==> src/rtl/smallcalc_rf_pkg.sv <==
// Shared types and default sizes for the smallcalc register file.
package smallcalc_rf_pkg;

  localparam int unsigned DW_DEF = 5;
  localparam int unsigned AW_DEF = 2;

  typedef enum logic [0:0] {
    IDLE,
    CLEAR
  } state_e;

endpackage

==> src/rtl/smallcalc_rf_clr_fsm.sv <==
// Clear sequencer: sweeps a zero write across every entry after reset or a clr request.
module smallcalc_rf_clr_fsm
  import smallcalc_rf_pkg::*;
#(
  parameter int unsigned AW = AW_DEF
) (
  input  logic          clk,
  input  logic          rst,
  input  logic          clr,
  output logic          busy,
  output logic          clr_we,
  output logic [AW-1:0] clr_addr
);

  state_e        state_q, state_d;
  logic [AW-1:0] ptr_q, ptr_d;

  always_ff @(posedge clk) begin
    if (rst) begin
      state_q <= CLEAR;
      ptr_q   <= '0;
    end else begin
      state_q <= state_d;
      ptr_q   <= ptr_d;
    end
  end

  always_comb begin
    state_d = state_q;
    ptr_d   = ptr_q;
    unique case (state_q)
      IDLE: begin
        if (clr) begin
          state_d = CLEAR;
          ptr_d   = '0;
        end
      end
      CLEAR: begin
        ptr_d = ptr_q + AW'(1);
        // Last entry written this cycle; pointer wraps back to 0.
        if (&ptr_q) state_d = IDLE;
      end
      default: state_d = IDLE;
    endcase
  end

  always_comb begin
    busy     = (state_q == CLEAR);
    clr_we   = busy;
    clr_addr = ptr_q;
  end

endmodule

==> src/rtl/smallcalc_regfile.sv <==
// Two-read, one-write register file with registered reads and a sweeping clear.
// Define SMALLCALC_RF_BYPASS_EN for write-first reads on an address collision.
module smallcalc_regfile
  import smallcalc_rf_pkg::*;
#(
  parameter int unsigned DW = DW_DEF,
  parameter int unsigned AW = AW_DEF
) (
  input  logic          clk,
  input  logic          rst,
  input  logic          clr,
  input  logic          rea,
  input  logic          reb,
  input  logic [AW-1:0] raa,
  input  logic [AW-1:0] rab,
  input  logic          we,
  input  logic [AW-1:0] wa,
  input  logic [DW-1:0] din,
  output logic [DW-1:0] douta,
  output logic [DW-1:0] doutb,
  output logic          busy
);

  localparam int unsigned Depth = 2 ** AW;

  logic [DW-1:0] mem_q [Depth];
  logic [DW-1:0] douta_q, douta_d, doutb_q, doutb_d;
  logic          clr_we;
  logic [AW-1:0] clr_addr;
  logic          wr_en;
  logic [AW-1:0] wr_addr;
  logic [DW-1:0] wr_data;

  smallcalc_rf_clr_fsm #(
    .AW(AW)
  ) u_clr_fsm (
    .clk     (clk),
    .rst     (rst),
    .clr     (clr),
    .busy    (busy),
    .clr_we  (clr_we),
    .clr_addr(clr_addr)
  );

  // The sweep owns the write port while busy; reset blocks all writes.
  always_comb begin
    wr_en   = 1'b0;
    wr_addr = wa;
    wr_data = din;
    if (!rst) begin
      if (clr_we) begin
        wr_en   = 1'b1;
        wr_addr = clr_addr;
        wr_data = '0;
      end else begin
        wr_en = we;
      end
    end
  end

  always_ff @(posedge clk) begin
    if (wr_en) mem_q[wr_addr] <= wr_data;
  end

  always_comb begin
    douta_d = '0;
    doutb_d = '0;
    if (!busy) begin
      if (rea) douta_d = mem_q[raa];
      if (reb) doutb_d = mem_q[rab];
`ifdef SMALLCALC_RF_BYPASS_EN
      if (rea && we && (raa == wa)) douta_d = din;
      if (reb && we && (rab == wa)) doutb_d = din;
`endif
    end
  end

  always_ff @(posedge clk) begin
    if (rst) begin
      douta_q <= '0;
      doutb_q <= '0;
    end else begin
      douta_q <= douta_d;
      doutb_q <= doutb_d;
    end
  end

  assign douta = douta_q;
  assign doutb = doutb_q;

endmodule

==> config.mk <==
export PLATFORM = sky130hd
export DESIGN_NAME = smallcalc_regfile
export DESIGN_NICKNAME = d
export VERILOG_FILES = /design/src/rtl/smallcalc_rf_pkg.sv /design/src/rtl/smallcalc_rf_clr_fsm.sv /design/src/rtl/smallcalc_regfile.sv
export SDC_FILE = /design/constraint.sdc
export NUM_CORES = 1
export LEC_CHECK = 0
export ABC_AREA = 0
export CORE_MARGIN = 4
export CORE_UTILIZATION = 53
export DETAILED_ROUTE_END_ITERATION = 8
export MAX_ROUTING_LAYER = met4
export PLACE_DENSITY = 0.82
export SETUP_SLACK_MARGIN = 0.05
export SLEW_MARGIN = 25
export SYNTH_ARGS = -nofsm -noshare
export SYNTH_HDL_FRONTEND = slang
export SYNTH_SLANG_ARGS = --single-unit
==> constraint.sdc <==
create_clock -name clk -period 2.92 [get_ports clk]
set_input_delay 0.584 -clock clk [delete_from_list [all_inputs] [get_ports clk]]
set_output_delay 0.584 -clock clk [all_outputs]
set_load 0.005 [all_outputs]
==> results of run 1 <==
-- per-layer routing --
layer	vias to the layer above	track usage [%]	part of all wire, %
met5	-	-	0
met4	0	8.74	1.7
met3	5	6.58	6.9
met2	28	30.3	54
met1	429	17.1	38
li1	444	-	-
-- final timing paths --
path	endpoint	slack, ps
setup / recovery	busy	740
hold / removal	doutb[1]	580
setup reg to reg	mem_q[1][1]	1170
hold reg to reg	doutb[1]	580
-- state kept, by name (all words and copies together) (netlist names) --
register	flops
u_clr_fsm.clr_addr	2
mem_q	20
doutb	5
douta	5
u_clr_fsm.busy	1
-- tightest hold or removal path, cell delays in order (launching register included) --
cell,delay [ps]
edfxtp_1,360
mux2i_1,80
o22ai_1,100
-- power by group through the flow --
stage               Combinational (µW)  Clock [µW]  Sequential, µW
floorplan                         57.8           0             539
global placement                  95.6           0             544
detailed placement                99.3           0             546
CTS                                100         250             535
global route                       108         272             539
finish                            99.7         246             535
-- layout make-up --
type	instances	area share, %
repair buffers	31	17.3
clock inverters	2	0.647
flip-flops and latches	33	49.5
multi-input cells	59	28.1
well taps	30	2.16
clock buffers	6	2.37
-- placed cells by master (no fill, tap or decap) --
cell type and n:
nand2_1 3, and2_1 5, or4b_4 2, clkinv_1 1, mux2_2 1, a21oi_1 2
o22ai_1 10, or3b_2 1, clkbuf_1 1, a21o_1 1, clkdlybuf4s50_1 27, mux2i_1 21
clkbuf_4 5, or3b_1 2, nand2b_1 2, buf_4 4, ha_1 1, or2_2 1
edfxtp_1 20, nand3b_1 1, dfxtp_1 13, nand4bb_1 2, clkinvlp_4 1, a211oi_1 4
-- per-stage QoR --
step                instance area (µm²)  std cells
global placement                   1690        153
finish                             1740        161
global route                       1740        161
detailed placement                 1690        153
CTS                                1740        161
floorplan                          1370         96
-- kinds of logic after synthesis --
group | share of synthesized area (%)
flops | 62.9
mux | 16.2
simple gates | 10.6
compound gates | 8.04
buf+inv | 1.37
fa+ha+maj | 0.914
==> summary.md, run 1 <==
| Metric | Value |
|---|---|
| I/O pin count | `28` |
| CTS Sinks | `33` |
| Worst path max stage delay | `650 ps` |
| Distinct cells, synth | `21` |
| Reg2Reg Launch Point | `u_clr_fsm.busy` |
| WP buf/inv | `1` |
| Via Count | `906` |
| Fmax | `~0.46 GHz` |
| Final Cycle Share | `about 75%` |
| CTS tree | `done` |
| Cell count along the critical path | `1` |
| Crit path launch type | `register` |
| WP data arrival | `about 1600 ps` |
| Ratio of cells with drive above 1 in the final layout | `11.5%` |
| Nets | `148` |
| Crit path from | `u_clr_fsm.busy` |
| Setup bufs post-CTS | `0` |
| Crit end category | `primary output` |
| Vias per inst | `around 5.6` |
| Top cell type's share of synthesized area | `a little over two fifths` |
| Core area | `2480 µm²` |
| Min-delay worst type | `register to register` |
| Post-synthesis area per instance | `approximately 14 µm²` |
| DP Worst Slack | `a little under 700 ps` |
| Most instantiated cells after synthesis | `mux2i_1 (21), edfxtp_1 (20), dfxtp_1 (13), o22ai_1 (10), and2_1 (5)` |
| Area Overhead vs Synth | `27.1%` |
| Clock power frac | `between 20 and 30%` |
| CTS root buf | `clkbuf_4` |
| Pleak | `0.000650 µW` |
| Final-report setup violation count | `0` |
| Final Hold Viols | `0` |
| Most frequent cell after synthesis | `mux2i_1` |
| Peak VDD IR | `0.447 mV` |
| Filler cell count | `194` |
| Die H | `58.8 µm` |
| Synth Register Bits | `33` |
| Outcome | `finished clean` |
| Drt wl/cell | `15.9 µm` |
| Storage cell area | `between 800 and 900 µm²` |
| Reg2reg path depth | `3` |
| Internal cell power | `667 µW` |
| Die Wd | `58.8 µm` |
| Unrepaired setup endpoints after global routing | `false` |
| RePlAce Congestion | `0.769` |
| Initial Utilization | `55.3%` |
| Synth async-reset ratio | `0%` |
| First-pass GRT wire length | `4.16 mm` |
| Pwr/cell area | `506 nW/µm²` |
| Multi-input logic area | `489 µm²` |
| WP data required | `2340 ps` |
| Cells along the critical path | `clkdlybuf4s50_1` |
| Clk_skew | `10.4 ps` |
| Worst Hold Depth | `2` |
| Sequential share of the synthesized area | `between 60% and 70%` |
| CTS Buffer Depth | `2` |
| 1st-iter DRT viols | `8` |
| Clock-pin transition on the worst setup and hold timing paths | `90 ps` |
| Post-CTS sizing | `0` |
| Post-CTS Hold Fix Bufs | `0` |
| Num CTS Buffers | `5` |
| Reg power frac | `60.7%` |
| Max-Slew Margin vs Limit | `61.3%` |
| Initial antenna violation count | `0` |
| Final core occ | `70.3%` |
| Worst slew pin tran | `578 ps` |
| Clock latency on the worst-skew pair | `350 ps` |
| PortBufs | `27` |
| Post-synth EDFFs | `20` |
| Net switching power | `214 µW` |
| Largest net degree at the start of global routing | `18` |
| Hold slack | `582 ps` |
| Total gr overflow | `0` |
| Rows | `18` |
| MaxCap Viol Count | `0` |
| DPL Wire Length | `slightly below 2 mm` |
| Drt drc | `0` |
| Hold Startpoint | `mem_q[3][1]` |
| Syn Nets | `114` |
| Primary FF master, synth | `edfxtp_1` |
| Min Tclk post-route | `between 2000 and 2500 ps` |
| Combinational fraction of design power | `11.3%` |
| Delay-heaviest family, CP | `flip-flops` |
| Total Wirelength | `roughly 2.6 mm` |
| Yosys warnings | `0` |
| Critical Path Fanout Max | `17` |
| Cells after Synth | `between 90 and 100` |
| Final Max Tran Viols | `0` |
| Setup TNS Final | `0 ps` |
| Mapped Area | `1370 µm²` |
| Top cell type by total area after synthesis | `edfxtp_1` |
| Full die area | `3460 µm²` |
| First-pass detailed-route iteration total | `4` |
| Vias in the first global route | `918` |
| Area contributors post-synth | `edfxtp_1 (44%), dfxtp_1 (19%), mux2i_1 (15%)` |
| Crit path max-delay cell type | `dfxtp_1` |
| Final worst slack | `742 ps` |
| CTS HTree Levels | `2` |
| Ant diodes | `0` |
| Sw frac | `24.3%` |
| Gr usage total | `17.6%` |
| Post-route ant nets | `0` |
| Kind of critical path | `register to primary output` |
| Power, Total | `881 µW` |
Power figures use the tool's default switching activity.
==> run 2: changes to the inputs <==
Settings changed: CORE_UTILIZATION 53 to 49, PLACE_DENSITY 0.82 to 0.77.
Clock period 2.92 ns to 2.1 ns, I/O delays scaled along.
==> run 2 against run 1 <==
  * Critical path depth unchanged
  * Clock skew down 7.8 ps
  * Count of clock-buffer cells in the layout down 1
  * Clock power up 93%
  * Core utilization down 0.32 points
  * Largest cell class unchanged
  * Highest routed layer unchanged
==> summary.md, run 2 (synthesized netlist as in run 1, its figures left out) <==
| Metric | Value |
|---|---|
| Pwr/cell area | `760 nW/µm²` |
| CTS Sinks | `33` |
| Vias in the first global route | `just over 900` |
| Commonest non-fill, non-tap cell in the layout | `clkdlybuf4s50_1` |
| Crit path max-delay cell type | `clkdlybuf4s50_1` |
| Final core occ | `69.9%` |
| Clk_skew | `about 2.6 ps` |
| Outcome | `finished clean` |
| Post-CTS sizing | `0` |
| Max-Slew Margin vs Limit | `between 80% and 90%` |
| Final-report setup violation count | `0` |
| Filler cell count | `slightly below 200` |
| Fmax | `0.550 GHz` |
| RePlAce Congestion | `0.720` |
| DP Worst Slack | `-27.2 ps` |
| Core area | `about 2600 µm²` |
| Area Overhead vs Synth | `31.2%` |
| Num CTS Buffers | `5` |
| Total Wirelength | `around 2.6 mm` |
| CTS Buffer Depth | `2` |
| Pleak | `0.000680 µW` |
| First-pass GRT wire length | `4.24 mm` |
| Total gr overflow | `0` |
| Die H | `60.9 µm` |
| Crit path launch type | `register` |
| Rows | `18` |
| Worst path max stage delay | `560 ps` |
| 1st-iter DRT viols | `41` |
| Final worst slack | `282 ps` |
| Ratio of cells with drive above 1 in the final layout | `15.7%` |
| Cell count along the critical path | `1` |
| Ant diodes | `0` |
| Drt drc | `0` |
| Largest register FFs | `20` |
| Final Cycle Share | `86.6%` |
| I/O pin count | `28` |
| DPL Wire Length | `1.95 mm` |
| Delay-heaviest family, CP | `buffers and inverters` |
| Crit end category | `primary output` |
| Vias per inst | `5.58` |
| Post-route ant nets | `0` |
| Peak VDD IR | `0.643 mV` |
| Critical Path Fanout Max | `17` |
| Gr usage total | `17.1%` |
| Worst Hold Depth | `2` |
| Crit path from | `u_clr_fsm.busy` |
| Most frequent cells in the layout | `clkdlybuf4s50_1 (27), mux2i_1 (21), edfxtp_1 (20), dfxtp_1 (12), o22ai_1 (10)` |
| Min Tclk post-route | `1820 ps` |
| Setup bufs post-CTS | `0` |
| Cells along the critical path | `clkdlybuf4s50_1` |
| PortBufs | `27` |
| Unrepaired setup endpoints after global routing | `false` |
| Via Count | `915` |
| Drt wl/cell | `16.1 µm` |
| Die Wd | `approximately 60 µm` |
| Min-delay worst type | `register to register` |
| CTS HTree Levels | `2` |
| Largest net degree at the start of global routing | `18` |
| CTS root buf | `clkbuf_4` |
| Clock latency on the worst-skew pair | `330 ps` |
| WP buf/inv | `1` |
| Kind of critical path | `register to primary output` |
| Initial Utilization | `53.3%` |
| Clock-pin transition on the worst setup and hold timing paths | `~110 ps` |
| Worst slew pin tran | `279 ps` |
| Nets | `151` |
| WP data arrival | `between 1000 and 1500 ps` |
| Full die area | `3700 µm²` |
| Final Max Tran Viols | `0` |
| WP data required | `1680 ps` |
| Reg2reg path depth | `3` |
| Post-CTS Hold Fix Bufs | `0` |
| Top reg by flops | `mem_q` |
| Reg2Reg Launch Point | `u_clr_fsm.busy` |
| Final Hold Viols | `0` |
| First-pass detailed-route iteration total | `4` |
| CTS tree | `done` |
| Initial antenna violation count | `0` |
| Hold Startpoint | `mem_q[1][2]` |
| MaxCap Viol Count | `0` |
==> run 2: routing by layer <==
metal / wire length, µm / global-route usage (%)
met2: 1360 / 29.5
met4: 74 / 10.2
met3: 164 / 3.19
met5: 0 / -
met1: 1050 / 18.1
==> run 2: cell type report <==
class                           count  area (µm²)  area share, %
Clock buffer                        5        37.5           2.09
Multi-Input combinational cell     59         489           27.2
Timing Repair Buffer               34         323           18.0
Sequential cell                    33         862           48.0
Tap cell                           30        37.5           2.09
Clock inverter                      3        46.3           2.58
==> run 2: power breakdown <==
part	switching, µW	leakage (µW)	internal, µW	total (µW)
Clock	224	0.0000414	252	476
Sequential	22.5	0.000292	723	746
Combinational	62.8	0.000346	80.9	144
==> run 2: stage by stage <==
stage          cells  TNS (ps)  power, µW  hold slack (ps)  area (µm²)
3_3_place_gp     156         0        893              544        1710
3_5_place_dp     156      -212        901              551        1710
5_1_grt          164         0       1420              622        1800
6_report         164         0       1360              574        1800
2_1_floorplan     96         0        830              505        1370
4_1_cts          164         0       1380              577        1790
==> run 2: worst paths after layout <==
check | to | slack [ps]
max | busy | 280
max reg2reg | mem_q[0][1] | 460
min | doutb[2] | 570
min reg2reg | doutb[2] | 570
==> run 3: changes to the inputs <==
Settings changed: SYNTH_HIERARCHICAL set to 1.
==> run 3 against run 2 <==
  * Count of clock-buffer cells in the layout unchanged
  * Worst setup slack gained 2.4 ps
  * First-iteration DRC count shrank 46%
  * Global-route usage grew 0.41 points
  * Non-clock buffer count unchanged
==> summary.md, run 3 <==
| Metric | Value |
|---|---|
| Pwr/cell area | `759 nW/µm²` |
| Fmax | `0.551 GHz` |
| CTS root buf | `clkbuf_4` |
| Final Max Tran Viols | `0` |
| Top reg by flops | `mem_q` |
| Via Count | `approximately 930` |
| Yosys warnings | `6` |
| Distinct cells, synth | `20` |
| Die H | `61.0 µm` |
| Ant diodes | `0` |
| Synth async-reset ratio | `0%` |
| Most instantiated cells after synthesis | `mux2i_1 (21), edfxtp_1 (20), dfxtp_1 (13), o22ai_1 (10), and2_1 (5)` |
| Rows | `18` |
| Filler cell count | `197` |
| Final core occ | `70.2%` |
| Area Overhead vs Synth | `31.1%` |
| Most frequent cells in the layout | `clkdlybuf4s50_1 (27), mux2i_1 (21), edfxtp_1 (20), dfxtp_1 (12), o22ai_1 (10)` |
| MaxCap Viol Count | `0` |
| Drt wl/cell | `16.3 µm` |
| Largest register FFs | `20` |
| Vias per inst | `5.61` |
| Pleak | `~0.00069 µW` |
| CTS tree | `done` |
| Vias in the first global route | `949` |
| Final Cycle Share | `86.5%` |
| 1st-iter DRT viols | `22` |
| Final-report setup violation count | `0` |
| Outcome | `finished clean` |
| Worst slew pin tran | `about 280 ps` |
| DPL Wire Length | `2.16 mm` |
| Worst path max stage delay | `560 ps` |
| Kind of critical path | `register to primary output` |
| Reg2reg path depth | `3` |
| Gr usage total | `17.5%` |
| Sw frac | `22.8%` |
| Initial Utilization | `53.6%` |
| PortBufs | `27` |
| Min Tclk post-route | `roughly 1800 ps` |
| Num CTS Buffers | `5` |
| Post-synthesis area per instance | `approximately 14 µm²` |
| Full die area | `3720 µm²` |
| Mapped Area | `1380 µm²` |
| Core area | `2570 µm²` |
| Syn Nets | `approximately 110` |
| Nets | `about 150` |
| WP buf/inv | `1` |
| Area contributors post-synth | `edfxtp_1 (44%), dfxtp_1 (19%), mux2i_1 (15%)` |
| First-pass GRT wire length | `4.35 mm` |
| Peak VDD IR | `0.597 mV` |
| Final Hold Viols | `0` |
| Worst Hold Depth | `2` |
| WP data arrival | `1400 ps` |
| Reg power frac | `54.5%` |
| Most frequent cell after synthesis | `mux2i_1` |
| Reg2Reg Launch Point | `u_clr_fsm/busy` |
| Max-Slew Margin vs Limit | `81.3%` |
| I/O pin count | `28` |
| Setup TNS Final | `0 ps` |
| Unrepaired setup endpoints after global routing | `false` |
| First-pass detailed-route iteration total | `4` |
| Top cell type by total area after synthesis | `edfxtp_1` |
| Clock latency on the worst-skew pair | `340 ps` |
| Crit path launch type | `register` |
| RePlAce Congestion | `between 0.7 and 0.8` |
| CTS HTree Levels | `2` |
| Net switching power | `just over 300 µW` |
| Drt drc | `0` |
| CTS Buffer Depth | `2` |
| Post-CTS Hold Fix Bufs | `0` |
| Ratio of cells with drive above 1 in the final layout | `13.3%` |
| Crit path max-delay cell type | `clkdlybuf4s50_1` |
| Multi-input logic area | `about 500 µm²` |
| Commonest non-fill, non-tap cell in the layout | `clkdlybuf4s50_1` |
| Crit end category | `primary output` |
| Clock power frac | `roughly a third` |
| Sequential share of the synthesized area | `62.6%` |
| Clock-pin transition on the worst setup and hold timing paths | `approximately 110 ps` |
| Post-route ant nets | `0` |
| Capturing point of the worst reg2reg path | `mem_q[0][2]` |
| Die Wd | `between 60 and 70 µm` |
| CTS Sinks | `33` |
| R2r setup slk | `between 500 and 600 ps` |
| Power, Total | `1370 µW` |
| Cells after Synth | `96` |
| Combinational fraction of design power | `10.4%` |
| WHS Endpoint | `douta[0]` |
| Min-delay worst type | `register to register` |
| Primary FF master, synth | `edfxtp_1` |
| Synth Register Bits | `33` |
| Internal cell power | `1060 µW` |
| Cells along the critical path | `clkdlybuf4s50_1` |
| WP data required | `1680 ps` |
| Total gr overflow | `0` |
| Total Wirelength | `2.68 mm` |
| Delay-heaviest family, CP | `buffers and inverters` |
| Top cell type's share of synthesized area | `43.7%` |
| Hold Startpoint | `mem_q[3][0]` |
| Storage cell area | `862 µm²` |
| Clk_skew | `11.0 ps` |
| Largest net degree at the start of global routing | `19` |
| Post-synth EDFFs | `20` |
| Critical Path Fanout Max | `18` |
| Initial antenna violation count | `0` |
==> run 3: timing repair <==
item / CTS / global route
setup endpoints to repair: 0 / 1
buffers inserted: 0 / 0
gates resized for setup: 0 / 1
==> run 3: cell type report <==
type | instances | share of cell area [%]
flip-flops and latches | 33 | 47.8
clock inverters | 3 | 2.57
clock buffers | 5 | 2.08
repair buffers | 34 | 17.9
multi-input cells | 60 | 27.6
well taps | 30 | 2.08
==> run 3: layer usage <==
metal	track usage (%)	part of all wire [%]	vias to the layer above
li1	-	-	454
met1	18.1	39	435
met2	29.5	52	30
met3	7.02	7.2	6
met4	7.43	1.5	0
met5	-	0	-
==> run 3: power groups by stage <==
stage,logic [µW],clock network [µW],registers [µW]
2_1_floorplan,78.7,0,751
3_3_place_gp,136,0,757
3_5_place_dp,144,0,761
4_1_cts,144,489,746
5_1_grt,157,523,749
6_report,143,479,746
==> run 3: worst max-delay path by stage <==
stage                  end           start  slack [ps]  depth (start not counted)
3_3_place_gp   mem_q[0][3]              we         140                          4
4_1_cts               busy  u_clr_fsm/busy          60                          1
2_1_floorplan  mem_q[0][0]  u_clr_fsm/busy         250                          3
3_5_place_dp   mem_q[0][3]              we         130                          4
5_1_grt               busy  u_clr_fsm/busy         180                          1
6_report              busy  u_clr_fsm/busy         280                          1
==> run 3: kinds of logic after synthesis <==
kind of cell / count (synthesis) / share of synthesized area [%]
flip-flops: 33 / 62.6
multiplexers: 22 / 16.1
AO/OA/AOI/OAI: 17 / 8.01
AND/OR/NAND/NOR: 20 / 11.1
adder cells (fa/ha/maj): 1 / 0.910
buffers and inverters: 3 / 1.27
==> run 3: stage by stage <==
| step | hold WS, ps | instances | setup WS (ps) | cell area [µm²] |
|---|---|---|---|---|
| floorplan | 489 | 96 | 246 | 1380 |
| global placement | 533 | 157 | 138 | 1720 |
| detailed placement | 551 | 157 | 126 | 1720 |
| CTS | 573 | 165 | 60.2 | 1800 |
| global route | 609 | 165 | 179 | 1800 |
| finish | 567 | 165 | 284 | 1800 |
==> run 3: worst reg2reg max path, delay by kind of cell (launching register included) <==
family	cells	cell delay, ps
buffers and inverters	1	180
muxes	1	370
AOI/OAI and AO/OA	1	210
DFF	1	510
